[config.mk]
export PLATFORM = sky130hd
export DESIGN_NAME = core_cg_enable_ctrl_flat
export DESIGN_NICKNAME = d
export VERILOG_FILES = /design/src/rtl/core_cg_enable_ctrl_pkg.sv /design/src/rtl/core_cg_enable_ctrl_if.sv /design/src/rtl/core_cg_enable_ctrl.sv /design/src/flat_wrapper.sv
export SDC_FILE = /design/constraint.sdc
export NUM_CORES = 1
export LEC_CHECK = 0
export ABC_CLOCK_PERIOD_IN_PS = 2700
export BUFFER_PORTS_ARGS = -buffer_cell sky130_fd_sc_hd__buf_2
export CAP_MARGIN = 40
export CORE_MARGIN = 1
export CORE_UTILIZATION = 54
export DETAILED_ROUTE_END_ITERATION = 10
export GPL_TIMING_DRIVEN = 0
export HOLD_SLACK_MARGIN = 0.03
export PLACE_DENSITY = 0.79
export SYNTH_ARGS = -nofsm -noshare
export SYNTH_HDL_FRONTEND = slang
export SYNTH_SLANG_ARGS = --single-unit
[constraint.sdc]
create_clock -name clk_i -period 2.7 [get_ports clk_i]
set_input_delay 0.27 -clock clk_i [delete_from_list [all_inputs] [get_ports clk_i]]
set_output_delay 0.27 -clock clk_i [all_outputs]
set_load 0.05 [all_outputs]
[src/rtl/core_cg_enable_ctrl_pkg.sv]
// core_cg_ctrl_pkg: shared types and constants for the core clock-gate enable
// controller.
//   cg_state_e  : controller state (RUN / IDLE_WAIT / GATED / WAKE), 2-bit
//   GATE_CNT_W  : width of the saturating gating-event counter
package core_cg_ctrl_pkg;

  typedef enum logic [1:0] {
    CG_RUN       = 2'd0,
    CG_IDLE_WAIT = 2'd1,
    CG_GATED     = 2'd2,
    CG_WAKE      = 2'd3
  } cg_state_e;

  localparam int unsigned GATE_CNT_W = 32;

endpackage : core_cg_ctrl_pkg

[src/rtl/core_cg_enable_ctrl_if.sv]
// core_cg_enable_ctrl_if: groups the sleep/wake inputs and the gate-control
// status outputs of core_cg_enable_ctrl.
//   sleep_req_i, irq_pending_i, debug_req_i, force_on_i : requests into the controller
//   en_o, gated_o, wake_pulse_o, gate_count_o           : registered controller outputs
//   state_dbg                                           : current FSM state (observation only)
// modport master : the core/power-manager side driving requests
// modport slave  : the controller itself
interface core_cg_enable_ctrl_if;
  import core_cg_ctrl_pkg::*;

  logic                  sleep_req_i;
  logic                  irq_pending_i;
  logic                  debug_req_i;
  logic                  force_on_i;
  logic                  en_o;
  logic                  gated_o;
  logic                  wake_pulse_o;
  logic [GATE_CNT_W-1:0] gate_count_o;
  cg_state_e             state_dbg;

  modport master (
    output sleep_req_i, irq_pending_i, debug_req_i, force_on_i,
    input  en_o, gated_o, wake_pulse_o, gate_count_o, state_dbg
  );

  modport slave (
    input  sleep_req_i, irq_pending_i, debug_req_i, force_on_i,
    output en_o, gated_o, wake_pulse_o, gate_count_o, state_dbg
  );

endinterface : core_cg_enable_ctrl_if

[src/rtl/core_cg_enable_ctrl.sv]
// core_cg_enable_ctrl: generates the enable for the core clock-gate cell.
// Runs on the free-running clock. Gates the core clock once sleep_req_i has
// been stable for IDLE_CYCLES edges with no wake source or force-on, and
// reopens it on interrupt, debug request or force-on, spending WAKE_CYCLES
// in a settle window before returning to RUN.
//   clk_i  : free-running (ungated) clock
//   rst_ni : asynchronous active-low reset; clock enabled while in reset
//   cg     : request inputs and registered status outputs (slave side)
// Request semantics: the inputs are levels, sampled on every rising clk_i
// edge; there is no handshake and no back-pressure. All outputs are flops
// loaded from next-state values, so en_o changes only at clk_i rising edges.
module core_cg_enable_ctrl
  import core_cg_ctrl_pkg::*;
#(
  parameter int unsigned IDLE_CYCLES = 4,
  parameter int unsigned WAKE_CYCLES = 2
) (
  input  logic                  clk_i,
  input  logic                  rst_ni,
  core_cg_enable_ctrl_if.slave  cg
);

  localparam int unsigned MAX_CYC = (IDLE_CYCLES > WAKE_CYCLES) ? IDLE_CYCLES : WAKE_CYCLES;
  localparam int unsigned CNT_W   = $clog2(MAX_CYC + 1);

  localparam logic [CNT_W-1:0] IDLE_LOAD = CNT_W'(IDLE_CYCLES - 1);
  localparam logic [CNT_W-1:0] WAKE_LOAD = CNT_W'(WAKE_CYCLES - 1);

  cg_state_e             state_q, state_d;
  logic [CNT_W-1:0]      cnt_q, cnt_d;
  logic [GATE_CNT_W-1:0] gate_count_q, gate_count_d;
  logic                  en_q, gated_q, wake_pulse_q;
  logic                  pulse_d, gate_inc;
  logic                  wake_src, block;

  assign wake_src = cg.irq_pending_i | cg.debug_req_i;
  assign block    = wake_src | cg.force_on_i;

  always_comb begin
    state_d  = state_q;
    cnt_d    = cnt_q;
    gate_inc = 1'b0;
    pulse_d  = 1'b0;
    unique case (state_q)
      CG_RUN: begin
        if (cg.sleep_req_i && !block) begin
          state_d = CG_IDLE_WAIT;
          cnt_d   = IDLE_LOAD;
        end
      end
      CG_IDLE_WAIT: begin
        // Abort has priority over the gating edge; a later request restarts the full count.
        if (!cg.sleep_req_i || block) begin
          state_d = CG_RUN;
          cnt_d   = '0;
        end else if (cnt_q == '0) begin
          state_d  = CG_GATED;
          gate_inc = 1'b1;
        end else begin
          cnt_d = cnt_q - CNT_W'(1);
        end
      end
      CG_GATED: begin
        if (block) begin
          state_d = CG_WAKE;
          cnt_d   = WAKE_LOAD;
        end
      end
      CG_WAKE: begin
        // Settle window: sleep and wake sources are deliberately ignored here.
        if (cnt_q == '0) begin
          state_d = CG_RUN;
          pulse_d = 1'b1;
        end else begin
          cnt_d = cnt_q - CNT_W'(1);
        end
      end
      default: begin
        state_d = CG_RUN;
        cnt_d   = '0;
      end
    endcase
  end

  // Saturating event counter: holds at all-ones instead of wrapping.
  always_comb begin
    gate_count_d = gate_count_q;
    if (gate_inc && (gate_count_q != '1)) begin
      gate_count_d = gate_count_q + GATE_CNT_W'(1);
    end
  end

  always_ff @(posedge clk_i or negedge rst_ni) begin
    if (!rst_ni) begin
      state_q      <= CG_RUN;
      cnt_q        <= '0;
      gate_count_q <= '0;
      en_q         <= 1'b1;
      gated_q      <= 1'b0;
      wake_pulse_q <= 1'b0;
    end else begin
      state_q      <= state_d;
      cnt_q        <= cnt_d;
      gate_count_q <= gate_count_d;
      en_q         <= (state_d != CG_GATED);
      gated_q      <= (state_d == CG_GATED);
      wake_pulse_q <= pulse_d;
    end
  end

  assign cg.en_o         = en_q;
  assign cg.gated_o      = gated_q;
  assign cg.wake_pulse_o = wake_pulse_q;
  assign cg.gate_count_o = gate_count_q;
  assign cg.state_dbg    = state_q;

endmodule : core_cg_enable_ctrl

[src/flat_wrapper.sv]
// flat-port wrapper written by rule: the top's interface ports become plain ports
module core_cg_enable_ctrl_flat import core_cg_ctrl_pkg::*;
#(
  parameter int unsigned IDLE_CYCLES = 4,
  parameter int unsigned WAKE_CYCLES = 2
)
  (clk_i, rst_ni, cg_sleep_req_i, cg_irq_pending_i, cg_debug_req_i, cg_force_on_i, cg_en_o, cg_gated_o, cg_wake_pulse_o, cg_gate_count_o, cg_state_dbg);
  core_cg_enable_ctrl_if cg_i ();
  input  logic clk_i;
  input  logic rst_ni;
  input wire logic [$bits(cg_i.sleep_req_i)-1:0] cg_sleep_req_i;
  input wire logic [$bits(cg_i.irq_pending_i)-1:0] cg_irq_pending_i;
  input wire logic [$bits(cg_i.debug_req_i)-1:0] cg_debug_req_i;
  input wire logic [$bits(cg_i.force_on_i)-1:0] cg_force_on_i;
  output wire logic [$bits(cg_i.en_o)-1:0] cg_en_o;
  output wire logic [$bits(cg_i.gated_o)-1:0] cg_gated_o;
  output wire logic [$bits(cg_i.wake_pulse_o)-1:0] cg_wake_pulse_o;
  output wire logic [$bits(cg_i.gate_count_o)-1:0] cg_gate_count_o;
  output wire logic [$bits(cg_i.state_dbg)-1:0] cg_state_dbg;
  assign cg_i.sleep_req_i = cg_sleep_req_i;
  assign cg_i.irq_pending_i = cg_irq_pending_i;
  assign cg_i.debug_req_i = cg_debug_req_i;
  assign cg_i.force_on_i = cg_force_on_i;
  assign cg_en_o = cg_i.en_o;
  assign cg_gated_o = cg_i.gated_o;
  assign cg_wake_pulse_o = cg_i.wake_pulse_o;
  assign cg_gate_count_o = cg_i.gate_count_o;
  assign cg_state_dbg = cg_i.state_dbg;
  core_cg_enable_ctrl #(.IDLE_CYCLES(IDLE_CYCLES), .WAKE_CYCLES(WAKE_CYCLES)) u_core (.clk_i(clk_i), .rst_ni(rst_ni), .cg(cg_i));
endmodule
* After elaboration in Yosys (flattened, before gate mapping)
Cells that the tools add are included. Widths: inputs -> output; s select.
Word-level totals: register bits 40, latch bits 0, bits in writable memories 0, ROM bits 0, logic and storage cells 41, memories 0
Operators by class: add/subtract/negate cells 2, multipliers 0, div/mod/pow operators 0, magnitude comparators 0, equality and inequality tests 8, shift operators 0, muxes and demuxes 15, bitwise logic cells 2, reduce and logical (&&, ||, !) cells 8
Operator list (number):
- $add 32x1->32 const B | 1
- $ne 32x32->1 const B | 1
- $mux 3 | 4
- $pmux 3 s4 | 1
- $mux 2 | 5
- $pmux 2 s4 | 1
- $eq 2x2->1 const B | 3
- $mux 1 | 4
- $ne 2x1->1 const B | 2
- $logic_not 3->1 | 1
- $sub 3x1->3 const B | 1
- $eq 2x1->1 const B | 1
- $logic_and 1x1->1 | 2
- $logic_not 1->1 | 2
- $logic_not 2->1 | 1
- $ne 2x2->1 const B | 1
- $or 1x1->1 | 2
- $reduce_and 2->1 | 1
- $logic_or 1x1->1 | 1

* Longest topological paths before layout
Gate-level depths: netlist of run 1.
word-level depth 7, gate-level depth with buffers 8, gate-level depth less buffers 7

* Least setup slack after synthesis of run 1
OpenSTA, ideal clock, no wires.
path type register -> register, from register u_core.gate_count_q[19], in the netlist u_core.cg.gate_count_o[19], to register u_core.gate_count_q[1], in the netlist u_core.cg.gate_count_o[1], arrival time 2.188 ns, data required time 2.575 ns, path slack 0.388 ns, cell stages (with the launch flop) 6, buffers on the path 0, cells stage by stage dfrtp_1 > and4_2 > nand3_1 > nor4_1 > nor2_1 > mux2_2
On the way: longest elaborated chain between the ends 2
RTL lines:
- start: declaration | RTL line core_cg_enable_ctrl.sv:31 | logic [GATE_CNT_W-1:0] gate_count_q, gate_count_d;
- start signal: assignment | RTL line core_cg_enable_ctrl.sv:104 | gate_count_q <= gate_count_d;
- $ne 32x32->1 | RTL line core_cg_enable_ctrl.sv:88 | if (gate_inc && (gate_count_q != '1)) begin
- $logic_and 1x1->1 | RTL line core_cg_enable_ctrl.sv:88
No other way between the ends. A chain may end at the register's enable or synchronous reset.

* Worst setup path in the final report of run 1
from register u_core.gate_count_q[14], in the netlist u_core.cg.gate_count_o[14], to register u_core.gate_count_q[1], in the netlist u_core.cg.gate_count_o[1]
Same word-level chain as after synthesis.

==> results.ini, run 1 <==
[setup_path]
timing.critical_path.arrival_ns=2.48
path_max_fanout=8
path_buf_inv=0
cp_slowest_cell=nor4_1
crit_family=simple AND/OR/NAND/NOR gates
path_cells=and4_1 > nand4_2 > nor4_1 > nor2_1 > mux2_2
cp.depth=5
cp-start-kind=register
cpPeakStageDelay_ns=0.66
r2r_end=u_core.cg.gate_count_o[1]
timing.rr.start=u_core.cg.gate_count_o[14]
r2r_cells=5
required_ns=2.88
regToRegSetupSlack_ns=0.40
critPathKind=reg2reg
worstSetupEndpointType=register

[cells_and_area]
nets=247
fin_cells=285
area_delta_synth_final_pct=21.2
final_layout_size_suffix_gt1_share_pct=28.5
antenna_cells=0
fin_area_um2=2430
fillers=273

[timing]
worstMarginPinSlew_ns=0.735
rsz0062_at_grt=no
setup_tns_ns=0
finalCritPeriodShare_pct=85.3
holdWs_ns=0.389
drv_slew=0
max_slew_margin_pct=50.9
fmax_ghz=0.434
fin_crit_ns=2.30
setup_violations=0
hold_viol_final=0
finClkSkew_ns=0.00734

[clock_network]
clk_latency_ns=0.29
cts_sinks=40
cts_tree=built
htreeDepth=2
clk_pin_slew_ns=0.08
clockRootBuffer=clkbuf_8
post_cts_buffers=0
clockBufferDepth=2
cts_buffers=5
cts-resized-gates=0

[logic_synthesis]
async_flop_share_pct=100
synth.ff_latch_count=40
syn-num-nets=196
syn_inst=187
synth_top_area_share_pct=48.8
yosysTopAreaCell=dfrtp_1
synth_most_common_cell=dfrtp_1
synth_area_um2=2000
synth-edff-count=0
synth.distinct_cells=35
yosysSeqAreaShare_pct=50.1
synth.area.top_cells=dfrtp_1 49%, xnor2_1 7.0%, xor2_1 5.2%, nand4_1 3.4%, nand2_1 3.4%
ys_warn_count=0
ys_top_cells_by_count=39 x dfrtp_1, 18 x nand2_1, 16 x xnor2_1
synth_area_per_cell_um2=10.7
yosys_most_used_dff=dfrtp_1

[floorplan]
die_area_um2=3950
rows=21
dieWidth_um=62.9
core_um2=3440
start_util_pct=58.2
die_h_um=62.9
io_pins=43

[place]
place_congestion=0.778
placedCellCount=276
place_hpwl_mm=2.88
io_buffers=42
dpl_cell_area_um2=2290

[detailed_routing]
wl_per_cell_um=13.8
firstDrtPassIters=4
ant_nets=0
vias=1546
routed_wl_mm=3.94
initialDrtViolationCount=40
drc=0
drt-vias-per-instance=5.42

[global_route]
track_usage_pct=22.5
grt_antenna_before_repair=0
grt_max_degree=27
grt_pass1_wl_mm=6.98
grt_remaining_overflow=0
grt_pass1_vias=1521

[power]
vdd_drop_max_mv=0.721
totalPowerFinal_w=0.00161
p_per_area_nw_per_um2=665
leakage_nw=1.27

[status]
status=finished, final reports clean

[min_path]
hold_class=in2reg
holdPathEnd=u_core.cnt_q[1]
whs_path_depth=4
holdCritStartpoint=cg_force_on_i

[flow_run]
drv_cap=0

worst max-delay path by stage:
stage | start | end | slack, ns
finish | u_core.cg.gate_count_o[14] | u_core.cg.gate_count_o[1] | 0.40
CTS | u_core.cg.gate_count_o[14] | u_core.cg.gate_count_o[1] | 0.38
global route | u_core.cg.gate_count_o[14] | u_core.cg.gate_count_o[1] | 0.24
detailed placement | cg_debug_req_i | u_core.cg.gate_count_o[24] | 0.37
floorplan | u_core.cg.gate_count_o[19] | u_core.cg.gate_count_o[1] | 0.39
global placement | u_core.cg.gate_count_o[13] | u_core.cg.gate_count_o[1] | 0.40
sequential cells by signal, indices dropped and copies added, names as in the netlist:
signal,cells
u_core.cg.state_dbg,2
u_core.cg.gated_o,1
u_core.cg.wake_pulse_o,1
u_core.cg.en_o,1
u_core.cg.gate_count_o,32
u_core.cnt_q,3
routing by layer:
layer / vias up / GRT usage [%] / part of all wire (%)
met5: - / 0 / 0
met4: 0 / 6.10 / 1.1
met3: 6 / 6.39 / 5.3
met2: 40 / 35.8 / 46
met1: 730 / 29.8 / 48
li1: 770 / - / -
repair_timing:
| item | CTS | global route |
|---|---|---|
| hold buffers | 1 | 0 |
| endpoints found under the setup margin | 0 | 0 |
| endpoints found under the hold margin | 14 | 0 |
kinds of logic after synthesis:
family | synth area share (%)
and+or+nand+nor | 27.8
DFF | 50.1
xor gates and xnor gates | 12.2
AOI/OAI and AO/OA | 4.31
buffers and inverters | 1.88
muxes | 1.81
adders and majority gates | 1.88
stage by stage:
step                util, %  setup slack (ns)
floorplan                 -             0.388
global placement       65.9             0.399
detailed placement     66.5             0.370
CTS                    70.5             0.383
global route           70.5             0.238
finish                 70.5             0.398
report_power, final:
group          internal (W)  total (W)  switching (W)
sequential         0.000659   0.000717      0.0000583
combinational      0.000101   0.000369       0.000269
clock              0.000326   0.000526       0.000200
cell usage in the layout, fill, tap and decap left out, types with 2 or more instances in the layout:
master,synthesis,routed
nor3_1,12,12
dfrtp_1,39,39
xnor2_1,16,16
nand2b_1,3,3
a21oi_1,6,6
and2_2,3,3
nor4_4,2,2
nor2_1,7,7
xor2_1,12,12
clkbuf_8,0,7
nand4_1,11,11
and3_2,2,2
inv_1,7,7
nand3_1,13,13
o21ai_0,5,5
ha_1,3,3
and3_1,5,5
and4_1,6,6
nand2_1,18,18
buf_2,0,42
worst register-to-register path, stage by stage (launching register included):
cell     delay [ns]
dfrtp_1        0.43
and4_1         0.31
nand4_2        0.30
nor4_1         0.66
nor2_1         0.19
mux2_2         0.31
layout make-up:
class,count,area [um^2],share of cell area (%)
buffer,1,11.3,0.464
clock buffer,7,96.3,3.97
clock inverter,1,30.0,1.24
inverter,7,26.3,1.08
multi-input combinational,139,962,39.7
sequential,40,1000,41.3
tap,46,57.6,2.37
timing repair buffer,44,240,9.90
Power figures use the tool's default switching activity.
==> run 2, diff against run 1 <==
--- a/config.mk
+++ b/config.mk
@@ -13,7 +13,9 @@
 export DETAILED_ROUTE_END_ITERATION = 10
 export GPL_TIMING_DRIVEN = 0
 export HOLD_SLACK_MARGIN = 0.03
+export MAX_ROUTING_LAYER = met4
 export PLACE_DENSITY = 0.79
+export RECOVER_POWER = 100
 export SYNTH_ARGS = -nofsm -noshare
 export SYNTH_HDL_FRONTEND = slang
 export SYNTH_SLANG_ARGS = --single-unit
==> run 2 against run 1 <==
Effect of this change: setup slack got worse by 0.018 ns; first-iteration DRC count increased by 40%; highest routed layer unchanged; critical path depth increased by 3; register-to-register slack worse by 0.02 ns; sequential cell count unchanged; clock skew increased by 0.00077 ns; final area decreased by 2.7%; count of clock-buffer cells in the layout stayed put; global-route usage rose by 0.78 points; via count increased by 0.19%; final cell count stayed put; sequential power is essentially flat.
==> results.ini, run 2 (synthesized netlist as in run 1, its figures left out) <==
[status]
status=finished, final reports clean  ; unchanged

[global_route]
grt_remaining_overflow=0  ; unchanged
grt_max_degree=27  ; unchanged
grt_pass1_vias=1518  ; was 1,521
grt_pass1_wl_mm=6.99  ; was 6.98 mm
grt_antenna_before_repair=0  ; unchanged
track_usage_pct=23.2  ; was 22.5%

[setup_path]
cp-start-kind=register  ; unchanged
required_ns=2.88  ; about the same
path_max_fanout=10  ; was 8
timing.critical_path.arrival_ns=2.50  ; was 2.48 ns
worstSetupEndpointType=register  ; unchanged
r2r_cells=8  ; was 5
critPathKind=reg2reg  ; unchanged

[timing]
setup_tns_ns=0  ; unchanged
rsz0062_at_grt=no  ; unchanged
fin_crit_ns=2.32  ; was 2.30 ns
max_slew_margin_pct=41.9  ; was 50.9%
finalCritPeriodShare_pct=85.9  ; was 85.3%
drv_slew=0  ; unchanged
hold_viol_final=0  ; unchanged
finClkSkew_ns=0.00810  ; was 0.00734 ns
fmax_ghz=0.431  ; was 0.434 GHz
holdWs_ns=0.390  ; was 0.389 ns
worstMarginPinSlew_ns=0.872  ; was 0.735 ns
setup_violations=0  ; unchanged

[floorplan]
die_h_um=62.9  ; unchanged
die_area_um2=3950  ; unchanged
dieWidth_um=62.9  ; unchanged
io_pins=43  ; unchanged
rows=21  ; unchanged
core_um2=3440  ; unchanged
start_util_pct=58.2  ; unchanged

[cells_and_area]
mostFrequentLayoutCell=dfrtp_1  ; was buf_2
final_cell_mix=39 x dfrtp_1, 38 x clkbuf_1, 18 x nand2_1  ; was 42 x buf_2, 39 x dfrtp_1, 18 x nand2_1
multi_input_area_um2=943  ; was 962 um^2
regArea_um2=1000  ; unchanged
largest_reg_flops=32  ; unchanged
final_layout_size_suffix_gt1_share_pct=11.3  ; was 28.5%
area_delta_synth_final_pct=17.9  ; was 21.2%
antenna_cells=0  ; unchanged
fin_area_um2=2360  ; was 2430 um^2
nets=247  ; unchanged
fillers=302  ; was 273

[power]
power_frac_clock_pct=32.9  ; was 32.6%
p_per_area_nw_per_um2=678  ; was 665 nW/um^2
p_comb_share_pct=22.3  ; was 22.9%
pwr-share-seq_pct=44.8  ; was 44.5%
p_sw_w=0.000527  ; about the same
swShare_pct=32.9  ; was 32.7%
leakage_nw=1.09  ; was 1.27 nW
vdd_drop_max_mv=0.720  ; was 0.721 mV
power.internal_w=0.00107  ; was 0.00109 W

[place]
dpl_cell_area_um2=2290  ; unchanged
place_hpwl_mm=2.88  ; unchanged
io_buffers=42  ; unchanged
place_congestion=0.789  ; was 0.778

[detailed_routing]
drc=0  ; unchanged
drt-vias-per-instance=5.44  ; was 5.42
wl_per_cell_um=13.8  ; unchanged
vias=1549  ; was 1,546
ant_nets=0  ; unchanged
initialDrtViolationCount=56  ; was 40
routed_wl_mm=3.94  ; unchanged
firstDrtPassIters=4  ; unchanged

[clock_network]
cts_buffers=5  ; unchanged
cts_sinks=40  ; unchanged
cts_tree=built  ; unchanged
clk_pin_slew_ns=0.07  ; was 0.08 ns
clockRootBuffer=clkbuf_8  ; unchanged
htreeDepth=2  ; unchanged
clockBufferDepth=2  ; unchanged
cts-resized-gates=0  ; unchanged
clk_latency_ns=0.29  ; about the same

[min_path]
whs_path_depth=4  ; unchanged
hold_class=in2reg  ; unchanged

[flow_run]
drv_cap=0  ; unchanged

-- run 2: cell types whose count changed in the layout (fill, tap and decap cells not counted), sizes merged --
cell and change:
buf -38, clkbuf +38
-- run 2: final timing paths --
| check | startpoint | end | slack (ns) |
|---|---|---|---|
| max | u_core.cnt_q[1] | u_core.cg.gate_count_o[30] | 0.38 |
| min | cg_force_on_i | u_core.cnt_q[1] | 0.39 |
| max reg2reg | u_core.cnt_q[1] | u_core.cg.gate_count_o[30] | 0.38 |
| min reg2reg | u_core.cg.gate_count_o[18] | u_core.cg.gate_count_o[18] | 0.49 |
| max in group asynchronous | rst_ni | u_core.cg.en_o | 1.39 |
| min in group asynchronous | rst_ni | u_core.cg.gate_count_o[14] | 0.60 |
-- run 2: layout make-up --
type | count | share of cell area, %
Sequential cell | 40 | 42.5
Clock buffer | 7 | 4.08
Multi-Input combinational cell | 139 | 40.0
Clock inverter | 1 | 1.27
Buffer | 1 | 0.477
Timing Repair Buffer | 44 | 8.17
Inverter | 7 | 1.11
Tap cell | 46 | 2.44
-- run 2: power groups by stage --
stage	Clock [W]	Combinational, W	Sequential (W)
final	0.000526	0.000358	0.000717
after global routing	0.000568	0.000402	0.000726
after CTS	0.000538	0.000375	0.000716
after detailed placement	0	0.000369	0.000725
after global placement	0	0.000360	0.000724
after floorplan	0	0.000140	0.000856
-- run 2: per-layer routing --
layer | part of all wire, % | up-vias | global-route usage, %
li1 | - | 770 | -
met1 | 49 | 739 | 30.1
met2 | 46 | 36 | 35.8
met3 | 4.4 | 4 | 6.57
met4 | 0.71 | 0 | 6.10
met5 | 0 | - | -
-- run 2: repair_timing --
item	4_1_cts	5_1_grt
hold endpoints to repair	14	0
hold buffers	1	0
setup buffers	0	0
-- run 2: through the flow --
stage	util, %	power (W)	instances	setup WS (ns)
floorplan	-	0.000996	187	0.388
global placement	65.9	0.00108	275	0.399
detailed placement	66.5	0.00109	276	0.370
CTS	70.5	0.00163	285	0.383
global route	68.6	0.00169	285	0.187
finish	68.6	0.00160	285	0.380
-- run 2: worst max-delay path, stage by stage, from the launching register on --
cell      delay [ns]
dfrtp_1         0.40
inv_1           0.09
ha_1            0.20
nand3b_1        0.16
or3_1           0.41
buf_6           0.17
nor4_2          0.45
nand4b_1        0.17
nor2b_1         0.17
==> run 3, diff against run 2 <==
--- a/config.mk
+++ b/config.mk
@@ -8,13 +8,15 @@
 export ABC_CLOCK_PERIOD_IN_PS = 2700
 export BUFFER_PORTS_ARGS = -buffer_cell sky130_fd_sc_hd__buf_2
 export CAP_MARGIN = 40
+export CELL_PAD_IN_SITES_DETAIL_PLACEMENT = 0
+export CELL_PAD_IN_SITES_GLOBAL_PLACEMENT = 1
 export CORE_MARGIN = 1
-export CORE_UTILIZATION = 54
+export CORE_UTILIZATION = 42
 export DETAILED_ROUTE_END_ITERATION = 10
 export GPL_TIMING_DRIVEN = 0
 export HOLD_SLACK_MARGIN = 0.03
 export MAX_ROUTING_LAYER = met4
-export PLACE_DENSITY = 0.79
+export PLACE_DENSITY_LB_ADDON = 0.1
 export RECOVER_POWER = 100
 export SYNTH_ARGS = -nofsm -noshare
 export SYNTH_HDL_FRONTEND = slang
==> run 3 against run 2 <==
Effect of this change: critical path depth did not move; routed wire length rose by 4.8%; largest cell class unchanged; critical path type unchanged; sequential power barely moved; clock power fell by 21%.
==> results.ini, run 3 (synthesized netlist as in run 1, its figures left out) <==
[power]
vdd_drop_max_mv=0.462  ; was 0.720 mV
leakage_nw=1.09  ; about the same
p_per_area_nw_per_um2=634  ; was 678 nW/um^2

[setup_path]
path_cells=inv_1 > ha_1 > nand3b_1 > or3_1 > clkbuf_1 > nor3_1 > nand4_1 > xnor2_1  ; was inv_1 > ha_1 > nand3b_1 > or3_1 > buf_6 > nor4_2 > nand4b_1 > nor2b_1
cp_slowest_cell=nor3_1  ; was nor4_2
worstSetupEndpointType=register  ; unchanged
required_ns=2.88  ; about the same
path_buf_inv=2  ; unchanged
cpPeakStageDelay_ns=0.44  ; was 0.45 ns
timing.critical_path.arrival_ns=2.58  ; was 2.50 ns
crit_family=simple AND/OR/NAND/NOR gates  ; unchanged
critPathKind=reg2reg  ; unchanged
cp-start-kind=register  ; unchanged
path_max_fanout=10  ; unchanged

[clock_network]
cts-resized-gates=0  ; unchanged
clockRootBuffer=clkbuf_8  ; unchanged
clk_pin_slew_ns=0.08  ; was 0.07 ns
clockBufferDepth=2  ; unchanged
htreeDepth=2  ; unchanged
cts_tree=built  ; unchanged
cts_buffers=5  ; unchanged
post_cts_buffers=0  ; unchanged
cts_sinks=40  ; unchanged
hold_buffers=1  ; unchanged
clk_latency_ns=0.29  ; about the same

[detailed_routing]
drc=0  ; unchanged
vias=1549  ; unchanged
drt-vias-per-instance=5.32  ; was 5.44
firstDrtPassIters=6  ; was 4
ant_nets=0  ; unchanged
routed_wl_mm=4.13  ; was 3.94 mm
initialDrtViolationCount=73  ; was 56
wl_per_cell_um=14.2  ; was 13.8 um

[timing]
worstMarginPinSlew_ns=1.20  ; was 0.872 ns
rsz0062_at_grt=no  ; unchanged
fin_crit_ns=2.40  ; was 2.32 ns
finClkSkew_ns=0.00417  ; was 0.00810 ns
hold_viol_final=0  ; unchanged
fmax_ghz=0.416  ; was 0.431 GHz
setup_tns_ns=0  ; unchanged
setup_violations=0  ; unchanged
finalCritPeriodShare_pct=89.0  ; was 85.9%
layout_setup_ws_ns=0.298  ; was 0.380 ns
drv_slew=0  ; unchanged
max_slew_margin_pct=19.9  ; was 41.9%

[status]
status=finished, final reports clean  ; unchanged

[global_route]
grt_remaining_overflow=0  ; unchanged
grt_max_degree=22  ; was 27
grt_pass1_vias=1489  ; was 1,518
grt_pass1_wl_mm=6.97  ; was 6.99 mm
track_usage_pct=18.5  ; was 23.2%
grt_antenna_before_repair=0  ; unchanged

[cells_and_area]
final_layout_size_suffix_gt1_share_pct=10.9  ; was 11.3%
fillers=432  ; was 302
fin_area_um2=2340  ; was 2360 um^2
area_delta_synth_final_pct=17.0  ; was 17.9%
antenna_cells=0  ; unchanged
nets=247  ; unchanged
final_cell_mix=39 x clkbuf_1, 39 x dfrtp_1, 18 x nand2_1  ; was 39 x dfrtp_1, 38 x clkbuf_1, 18 x nand2_1
largest_reg_flops=32  ; unchanged
fin_cells=291  ; was 285
post-route-util_pct=52.3  ; was 68.6%

[flow_run]
drv_cap=0  ; unchanged

[floorplan]
start_util_pct=44.7  ; was 58.2%
core_um2=4470  ; was 3440 um^2
dieWidth_um=71.0  ; was 62.9 um
io_pins=43  ; unchanged
rows=24  ; was 21
die_area_um2=5050  ; was 3950 um^2
die_h_um=71.0  ; was 62.9 um

[place]
place_hpwl_mm=3.11  ; was 2.88 mm
place_congestion=0.804  ; was 0.789
placedCellCount=282  ; was 276
pre_cts_ws_ns=0.361  ; was 0.370 ns
io_buffers=42  ; unchanged
dpl_cell_area_um2=2300  ; was 2290 um^2

[min_path]
hold_class=in2reg  ; unchanged

## run 3: report_power, final
part	switching [W]	internal [W]	leakage, nW
clock	0.000210	0.000204	0.0510
combinational	0.000267	0.0000893	0.493
sequential	0.0000569	0.000658	0.544
## run 3: per-stage QoR
step | total power, W | hold slack [ns]
3_3_place_gp | 0.00108 | 0.432
5_1_grt | 0.00158 | 0.410
2_1_floorplan | 0.000996 | -0.0256
4_1_cts | 0.00152 | 0.371
6_report | 0.00149 | 0.377
3_5_place_dp | 0.00110 | 0.261
## run 3: layer usage
| metal | GRT usage [%] | up-vias | wire, um |
|---|---|---|---|
| li1 | - | 775 | - |
| met1 | 23.0 | 733 | 1990 |
| met2 | 29.5 | 35 | 1930 |
| met3 | 4.27 | 6 | 166 |
| met4 | 6.67 | 0 | 47 |
| met5 | - | - | 0 |
## run 3: worst register-to-register path: cells and delay by family, from the launching register on
kind	cells	cell delay (ns)
flip-flops	1	0.40
AND/OR/NAND/NOR	4	1.17
buffers and inverters	2	0.37
XOR/XNOR	1	0.15
adder cells (fa/ha/maj)	1	0.19
## run 3: final cells by class
| class | instances | area, um^2 | share of cell area, % |
|---|---|---|---|
| timing repair buffer | 44 | 200 | 8.55 |
| inverter | 7 | 26.3 | 1.12 |
| multi-input combinational | 139 | 952 | 40.7 |
| clock inverter | 2 | 10.0 | 0.427 |
| sequential | 40 | 1000 | 42.8 |
| buffer | 1 | 3.75 | 0.160 |
| tap | 52 | 65.1 | 2.78 |
| clock buffer | 6 | 82.6 | 3.53 |
## run 3: worst paths after layout
path / slack, ns / start / to / depth (start not counted)
setup / recovery: 0.30 / u_core.cnt_q[1] / u_core.cg.gate_count_o[21] / 8
hold / removal: 0.38 / cg_force_on_i / u_core.cnt_q[1] / 4
setup reg to reg: 0.30 / u_core.cnt_q[1] / u_core.cg.gate_count_o[21] / 8
hold reg to reg: 0.48 / u_core.cg.gate_count_o[22] / u_core.cg.gate_count_o[22] / 1
max in group asynchronous: 1.24 / rst_ni / u_core.cg.gate_count_o[2] / 2
min in group asynchronous: 0.74 / rst_ni / u_core.cg.gate_count_o[14] / 2
